--- src/rtl/baccarat_pkg.sv ---
// baccarat_pkg: card codes, seven-segment patterns and the card value helper
package baccarat_pkg;
    typedef logic [3:0] card_t;
    localparam card_t CARD_EMPTY = 4'd0;
    localparam card_t CARD_ACE = 4'd1;
    localparam card_t CARD_KING = 4'd13;
    localparam logic [6:0] SEG_BLANK = 7'b1111111;
    localparam logic [6:0] SEG_0 = 7'b1000000;
    localparam logic [6:0] SEG_2 = 7'b0100100;
    localparam logic [6:0] SEG_3 = 7'b0110000;
    localparam logic [6:0] SEG_4 = 7'b0011001;
    localparam logic [6:0] SEG_5 = 7'b0010010;
    localparam logic [6:0] SEG_6 = 7'b0000010;
    localparam logic [6:0] SEG_7 = 7'b1111000;
    localparam logic [6:0] SEG_8 = 7'b0000000;
    localparam logic [6:0] SEG_9 = 7'b0010000;
    localparam logic [6:0] SEG_A = 7'b0001000;
    localparam logic [6:0] SEG_J = 7'b1100001;
    localparam logic [6:0] SEG_Q = 7'b0011000;
    localparam logic [6:0] SEG_K = 7'b0001001;
    function automatic card_t card_value(input card_t c);
        return (c <= 4'd9) ? c : CARD_EMPTY;
    endfunction
endpackage

--- src/rtl/card7seg.sv ---
// card7seg: card code to active-low seven-segment pattern (segments g..a)
module card7seg
    import baccarat_pkg::*;
(
    input  card_t       card,
    output logic [6:0]  seg
);
    always_comb begin
        seg = SEG_BLANK;
        case (card)
            4'd1:    seg = SEG_A;
            4'd2:    seg = SEG_2;
            4'd3:    seg = SEG_3;
            4'd4:    seg = SEG_4;
            4'd5:    seg = SEG_5;
            4'd6:    seg = SEG_6;
            4'd7:    seg = SEG_7;
            4'd8:    seg = SEG_8;
            4'd9:    seg = SEG_9;
            4'd10:   seg = SEG_0;
            4'd11:   seg = SEG_J;
            4'd12:   seg = SEG_Q;
            4'd13:   seg = SEG_K;
            default: seg = SEG_BLANK;
        endcase
    end
endmodule

--- src/rtl/baccarat_datapath.sv ---
// baccarat_datapath: shoe, six card registers, scores and displays; SHOE_LFSR_EN selects an LFSR shoe
module baccarat_datapath
    import baccarat_pkg::*;
#(
    parameter card_t CARD_MAX = CARD_KING
`ifdef SHOE_LFSR_EN
    , parameter logic [15:0] LFSR_SEED = 16'hACE1
`endif
) (
    input  logic        slow_clock,
    input  logic        resetb,
    input  logic        load_pcard1,
    input  logic        load_pcard2,
    input  logic        load_pcard3,
    input  logic        load_dcard1,
    input  logic        load_dcard2,
    input  logic        load_dcard3,
    output card_t       pcard3_out,
    output logic [3:0]  pscore_out,
    output logic [3:0]  dscore_out,
    output logic [6:0]  HEX0,
    output logic [6:0]  HEX1,
    output logic [6:0]  HEX2,
    output logic [6:0]  HEX3,
    output logic [6:0]  HEX4,
    output logic [6:0]  HEX5
);
    card_t new_card, next_card;
    card_t pcard [3];
    card_t dcard [3];
    logic [2:0] pload, dload;
    logic [4:0] psum, dsum;

    assign pload = {load_pcard3, load_pcard2, load_pcard1};
    assign dload = {load_dcard3, load_dcard2, load_dcard1};

`ifdef SHOE_LFSR_EN
    logic [15:0] lfsr;
    always_ff @(posedge slow_clock or negedge resetb) begin
        if (!resetb) lfsr <= LFSR_SEED;
        else lfsr <= {lfsr[14:0], lfsr[15] ^ lfsr[13] ^ lfsr[12] ^ lfsr[10]};
    end
    // out-of-range nibbles leave the previous card in the shoe
    assign next_card = (lfsr[3:0] >= CARD_ACE && lfsr[3:0] <= CARD_MAX) ? lfsr[3:0] : new_card;
`else
    assign next_card = (new_card == CARD_MAX) ? CARD_ACE : new_card + 4'd1;
`endif

    always_ff @(posedge slow_clock or negedge resetb) begin
        if (!resetb) begin
            new_card <= CARD_ACE;
            pcard <= '{default: CARD_EMPTY};
            dcard <= '{default: CARD_EMPTY};
        end else begin
            new_card <= next_card;
            for (int i = 0; i < 3; i++) begin
                if (pload[i]) pcard[i] <= new_card;
                if (dload[i]) dcard[i] <= new_card;
            end
        end
    end

    assign psum = {1'b0, card_value(pcard[0])} + {1'b0, card_value(pcard[1])} + {1'b0, card_value(pcard[2])};
    assign dsum = {1'b0, card_value(dcard[0])} + {1'b0, card_value(dcard[1])} + {1'b0, card_value(dcard[2])};
    assign pscore_out = 4'(psum % 5'd10);
    assign dscore_out = 4'(dsum % 5'd10);
    assign pcard3_out = pcard[2];

    card7seg u_hex0 (.card(pcard[0]), .seg(HEX0));
    card7seg u_hex1 (.card(pcard[1]), .seg(HEX1));
    card7seg u_hex2 (.card(pcard[2]), .seg(HEX2));
    card7seg u_hex3 (.card(dcard[0]), .seg(HEX3));
    card7seg u_hex4 (.card(dcard[1]), .seg(HEX4));
    card7seg u_hex5 (.card(dcard[2]), .seg(HEX5));
endmodule

--- config.mk ---
export PLATFORM = sky130hd
export DESIGN_NAME = baccarat_datapath
export DESIGN_NICKNAME = d
export VERILOG_FILES = /design/src/rtl/baccarat_pkg.sv /design/src/rtl/card7seg.sv /design/src/rtl/baccarat_datapath.sv
export SDC_FILE = /design/constraint.sdc
export NUM_CORES = 1
export LEC_CHECK = 0
export ABC_AREA = 1
export CAP_MARGIN = 5
export CORE_MARGIN = 1.5
export CORE_UTILIZATION = 31
export DETAILED_ROUTE_END_ITERATION = 10
export SLEW_MARGIN = 20
export SYNTH_ARGS = -nofsm -noshare
export SYNTH_HDL_FRONTEND = slang
export SYNTH_SLANG_ARGS = --single-unit
--- constraint.sdc ---
create_clock -name slow_clock -period 4.2 [get_ports slow_clock]
set_input_delay 0.84 -clock slow_clock [delete_from_list [all_inputs] [get_ports slow_clock]]
set_output_delay 0.84 -clock slow_clock [all_outputs]
set_load 0.005 [all_outputs]
# After elaboration in Yosys (flattened, before gate mapping)
# Memories as Yosys holds them, arrays and structs flattened.
# Cells that the tools add are included.
# op_classes
addsub	5
div	2
magnitude_cmp	6
eq_ne	1
mux	7
# op_table
op	count
$mux W4	7
$le A4 B4 Y1 const B	6
$add A4 B4 Y5	2
$add A5 B4 Y5	2
$mod A5 B4 Y5 const B	2
$add A4 B1 Y4 const B	1
$eq A4 B4 Y1 const B	1
# word_totals
regBits	28
romBits	672
out_inout_bits	54
memories	6
# mem_list
name	depth	word_bits	read_ports	rd_ports_with_merged_regs	wr	line	source
(no name shown)	16	7	1	0	0	card7seg.sv:10	case (card)
(no name shown)	16	7	1	0	0	card7seg.sv:10	
(no name shown)	16	7	1	0	0	card7seg.sv:10	
(no name shown)	16	7	1	0	0	card7seg.sv:10	
(no name shown)	16	7	1	0	0	card7seg.sv:10	
(no name shown)	16	7	1	0	0	card7seg.sv:10	

# Longest topological paths before layout
# Gate-level depths: netlist of run 1.
# depth
ltp_word	5
depth_mapped	21

# Modules after synthesis
# A second synthesis of run 1 with hierarchy kept.
# unflattened
cells_unflattened	548
area_unflattened_um2	3594.7
# by_module_without_submodules
mod	n_inst	cells_each	area_per_inst_um2	seq_area_each_um2
baccarat_datapath	1	261	1989.4	701.9
card7seg (u_hex1 ...)	5	48	262.8	0.0
card7seg (u_hex0)	1	47	291.5	0.0

# Worst setup path after synthesis of run 1
# OpenSTA, ideal clock, no wires.
# synth_path
kind	reg-to-output
start	register pcard[9] (netlist bit)
end	output pscore_out[3]
t_arrival_ns	3.261
t_required_ns	3.360
setup_slack_ns	0.099
stages_incl_launch_ff	21
n_path_buf	0
path_cell_list	dfrtp_1 inv_1 ha_1 nand2_1 nand3_1 nand2_1 inv_1 fa_1 ha_1 inv_1 fa_1 xnor2_1 nand4_1 nand2_1 inv_1 ha_1 nor2_1 nand2_1 nand2_2 nand3_1 nand2_1
# synth_via
elab_chain_len	5
# synth_rtl
element	line	source
start: declaration	baccarat_datapath.sv:29	card_t pcard [3];
start signal: indexed assignment	baccarat_datapath.sv:57	if (pload[i]) pcard[i] <= new_card;
$le A4 B4 Y1	baccarat_pkg.sv:22	return (c <= 4'd9) ? c : CARD_EMPTY;
$mux W4 *	baccarat_pkg.sv:22	
$add A4 B4 Y5 *	baccarat_datapath.sv:63	assign psum = {1'b0, card_value(pcard[0])} + {1'b0, card_value(pcard[1])} + {1'b0, card_value(pcard[2])};
$add A5 B4 Y5 *	baccarat_datapath.sv:63	
$mod A5 B4 Y5 *	baccarat_datapath.sv:65	assign pscore_out = 4'(psum % 5'd10);
end: declaration	baccarat_datapath.sv:19	output logic [3:0] pscore_out,
# Mark *: on every way between the ends. The rest lies on a longest branch, timed or not.

# Worst setup path after layout of run 1
# layout_path
start	register dcard[8] (netlist bit)
end	output dscore_out[2]
# layout_via
elab_chain_len	5
# layout_rtl
element	line	source
start: declaration	baccarat_datapath.sv:30	card_t dcard [3];
start signal: indexed assignment	baccarat_datapath.sv:58	if (dload[i]) dcard[i] <= new_card;
$le A4 B4 Y1	baccarat_pkg.sv:22	
$mux W4 *	baccarat_pkg.sv:22	
$add A4 B4 Y5 *	baccarat_datapath.sv:64	assign dsum = {1'b0, card_value(dcard[0])} + {1'b0, card_value(dcard[1])} + {1'b0, card_value(dcard[2])};
$add A5 B4 Y5 *	baccarat_datapath.sv:64	
$mod A5 B4 Y5 *	baccarat_datapath.sv:66	assign dscore_out = 4'(dsum % 5'd10);
end: declaration	baccarat_datapath.sv:20	output logic [3:0] dscore_out,
# Marked as above.

==> impl_metrics.env, run 1 <==
export IMPL_status="complete, but fails checks"
export IMPL_violations="setup timing"
export IMPL_cts_tree="done"
export IMPL_die_area_um2=10700
export IMPL_fin_skew_ns=0.0109
export IMPL_crit_buf_inv=9
export IMPL_first_pass_iters=5
export IMPL_min_path_type="reg -> reg"
export IMPL_grt_max_degree=29
export IMPL_drtIter0Drc=206
export IMPL_cts_buffer_depth=2
export IMPL_setup_violations=7
export IMPL_root_buffer="clkbuf_8"
export IMPL_worstPathRequired_ns=3.36
export IMPL_maxSlewHeadroom_pct=75.8
export IMPL_ioPinCount=62
export IMPL_cts_buffers=3
export IMPL_layout_drive_gt1_share_pct=42.9
export IMPL_yosys_cell_types_count=27
export IMPL_grt_pass1_vias=3995
export IMPL_die_h_um=104
export IMPL_crit_fanout=4
export IMPL_dp_hpwl_um=6560
export IMPL_wl_per_cell_um=13.5
export IMPL_num_nets_final=753
export IMPL_hold_viol=0
export IMPL_worst_setup_path_type="reg -> out"
export IMPL_syn_area_um2=3140
export IMPL_htreeDepth=1
export IMPL_overflow=0
export IMPL_cts_hold_buf=0
export IMPL_antenna_cells=0
export IMPL_clock_latency_ns=0.28
export IMPL_start_util_pct=32.0
export IMPL_syn_area_per_cell_um2=6.77
export IMPL_syn_to_final_growth_pct=76.9
export IMPL_layout_cells_non_filler=833
export IMPL_slowest_delay_ns=0.55
export IMPL_die_w_um=104
export IMPL_grt_pass1_wl_um=18000
export IMPL_num_rows=36
export IMPL_highest_layer="met4"
export IMPL_p_leak_nw=2.88
export IMPL_layout_setup_ws_ns=-0.293
export IMPL_seq_area_frac_synth_pct=22.3
export IMPL_cap_viol_max_count=0
export IMPL_path_cells="inv_2 > ha_4 > nand2_2 > nand3_2 > nand2_2 > inv_2 > fa_1 > ha_2 > inv_2 > fa_2 > nand3b_1 > o21ai_2 > buf_4 > buf_4 > buf_4 > buf_4 > buf_4 > nand3_1 > nand2_1 > buf_2"
export IMPL_end_kind="primary output"
export IMPL_crit_top_cell="buf_4"
export IMPL_routed_wl_um=11300
export IMPL_drt_met1_wl_um=4450
export IMPL_synth_enable_flop_cells=0
export IMPL_drc=0
export IMPL_grt_usage_pct=20.1
export IMPL_synth_seq_cells=28
export IMPL_post_route_period_util_pct=107
export IMPL_maxSlewViolCount=0
export IMPL_place_gp_congestion=0.845
export IMPL_ys_flop_type="dfrtp_1"
export IMPL_clkTransAtPathRegs_ns=0.10
export IMPL_rsz0062_at_grt="true"
export IMPL_cp_arrival_ns=3.65
export IMPL_cts_sinks=28
export IMPL_irDropWorstVdd_mv=0.124
export IMPL_route_met2_wl_um=5970
export IMPL_crit_path_start_kind="flop"
export IMPL_tightest_slew_ns=0.363
export IMPL_synth_async_reset_ratio_pct=100
export IMPL_wl_met3_um=478
export IMPL_core_um2=9820
export IMPL_critPathTopFamily="adder cells"
export IMPL_fin_crit_ns=4.49
export IMPL_syn_instance_count=464
export IMPL_antenna_found_initial=0
export IMPL_power_per_cell_area_nw_per_um2=248
export IMPL_via_count=3974
export IMPL_yosys_warnings=0
export IMPL_dpl_cell_count=717
export IMPL_fmax_ghz=0.223
export IMPL_port_buffers=61
export IMPL_syn_nets=516
export IMPL_crit_slowest_cell="fa_2"
export IMPL_ant_nets=0
export IMPL_place_ws_ns=-0.440
export IMPL_viasPerCell=4.77
-- Yosys cell counts (5+ instances only) --
| library cell | count | area [µm²] |
|---|---|---|
| a21oi_1 | 10 | 50.1 |
| buf_2 | 6 | 30.0 |
| clkbuf_1 | 10 | 37.5 |
| dfrtp_1 | 27 | 676 |
| fa_1 | 10 | 200 |
| ha_1 | 34 | 425 |
| inv_1 | 73 | 274 |
| nand2_1 | 119 | 447 |
| nand2_2 | 5 | 31.3 |
| nand3_1 | 50 | 250 |
| nor2_1 | 25 | 93.8 |
| o211ai_1 | 12 | 90.1 |
| o21a_1 | 6 | 45.0 |
| o21ai_0 | 51 | 255 |
| o221ai_1 | 6 | 52.6 |
-- flip-flops by register name, indices dropped and copies added (netlist names) --
name / flops
dcard: 12
pcard3_out: 4
new_card: 4
pcard: 8
-- routing by layer --
metal  vias up  GRT usage, %
li1       1968             -
met1      1855          23.5
met2       118          37.1
met3        33          2.27
met4         0          7.94
met5         -             0
-- cells in the final DEF (no fill, tap or decap), types with 2 or more instances in the layout --
cell type          n
buf_4            189
nand2_1          103
inv_1             54
o21ai_0           45
clkdlybuf4s50_1   44
nand3_1           38
dfrtp_1           25
nor2_1            24
inv_2             21
nand2_2           19
nand3_2           14
ha_1              13
o211ai_1          12
ha_4              12
a21oi_1            9
ha_2               9
fa_1               8
buf_2              8
o221ai_1           6
o21a_1             6
clkbuf_2           6
nand2_4            3
o21ai_2            3
o21ai_1            3
clkbuf_8           3
nand3_4            2
nand4_1            2
nand3b_1           2
fa_2               2
dfrtp_2            2
clkdlybuf4s15_1    2
buf_6              2
-- where the power goes --
group / leakage, nW / switching [mW] / internal [mW]
logic: 2.52 / 0.429 / 0.499
registers: 0.335 / 0.0143 / 0.283
clock network: 0.0228 / 0.0832 / 0.0681
total: 2.88 / 0.527 / 0.850
-- timing repair --
item / CTS / global route
pin swaps: 29 / 34
endpoints found under the setup margin: 6 / 16
gates resized for setup: 102 / 53
endpoints found under the hold margin: 0 / 0
setup buffers: 102 / 12
-- worst register-to-register path, cell delays in order (launching register included) --
cell     delay (ns)
dfrtp_1        0.43
inv_2          0.08
buf_4          0.14
buf_4          0.12
buf_4          0.13
buf_4          0.12
buf_4          0.12
buf_4          0.13
buf_4          0.12
buf_4          0.12
buf_4          0.12
buf_4          0.12
buf_4          0.12
buf_4          0.12
buf_4          0.12
buf_4          0.12
buf_4          0.12
buf_4          0.15
o21ai_0        0.13
-- logic make-up (layout without fill, tap and decap cells) --
kind of cell	count (synthesis)	after routing	synth area share, %
compound gates	86	86	15.9
xor+xnor	2	2	0.558
fa+ha+maj	44	44	19.9
buf+inv	95	331	12.1
flops	28	28	22.3
simple gates	209	209	29.2
-- through the flow --
stage / instance area (µm²) / power (mW) / TNS [ns] / hold WS, ns / util (%)
2_1_floorplan: 3140 / 0.658 / 0 / 0.544 / -
3_3_place_gp: 4410 / 0.992 / -1.28 / 0.554 / 45.0
3_5_place_dp: 4410 / 1.01 / -2.02 / 0.553 / 45.0
4_1_cts: 5340 / 1.28 / -1.07 / 0.576 / 54.4
5_1_grt: 5560 / 1.49 / -2.99 / 0.624 / 56.6
6_report: 5560 / 1.38 / -1.57 / 0.575 / 56.6
-- path summary, 6_finish.rpt --
kind                               startpoint            end  slack (ns)  depth (start not counted)
worst max register to register  pcard3_out[0]  pcard3_out[0]        1.50                         18
worst min-delay path              new_card[0]    new_card[0]        0.57                          1
worst min register to register    new_card[0]    new_card[0]        0.57                          1
worst max-delay path                 dcard[8]  dscore_out[2]       -0.29                         20
min in group asynchronous              resetb       pcard[9]        0.94                          2
max in group asynchronous              resetb    new_card[0]        2.94                          2
-- final cells by class --
cell class              instances  area, µm²
clock buffers                   4       45.0
fillers                       898       4260
inverters                      75        282
multi-input cells             341       2380
flip-flops and latches         28        704
well taps                     133        166
repair buffers                252       1980
No activity file was read; power rests on OpenSTA's default activity.
==> run 2, diff against run 1 <==
--- a/config.mk
+++ b/config.mk
@@ -10,7 +10,7 @@
 export CORE_MARGIN = 1.5
 export CORE_UTILIZATION = 31
 export DETAILED_ROUTE_END_ITERATION = 10
-export SLEW_MARGIN = 20
+export HOLD_SLACK_MARGIN = 0.1
 export SYNTH_ARGS = -nofsm -noshare
 export SYNTH_HDL_FRONTEND = slang
 export SYNTH_SLANG_ARGS = --single-unit
==> results of run 2 <==
Same layout as run 1: the final DEF is identical, and so are final timing and power.
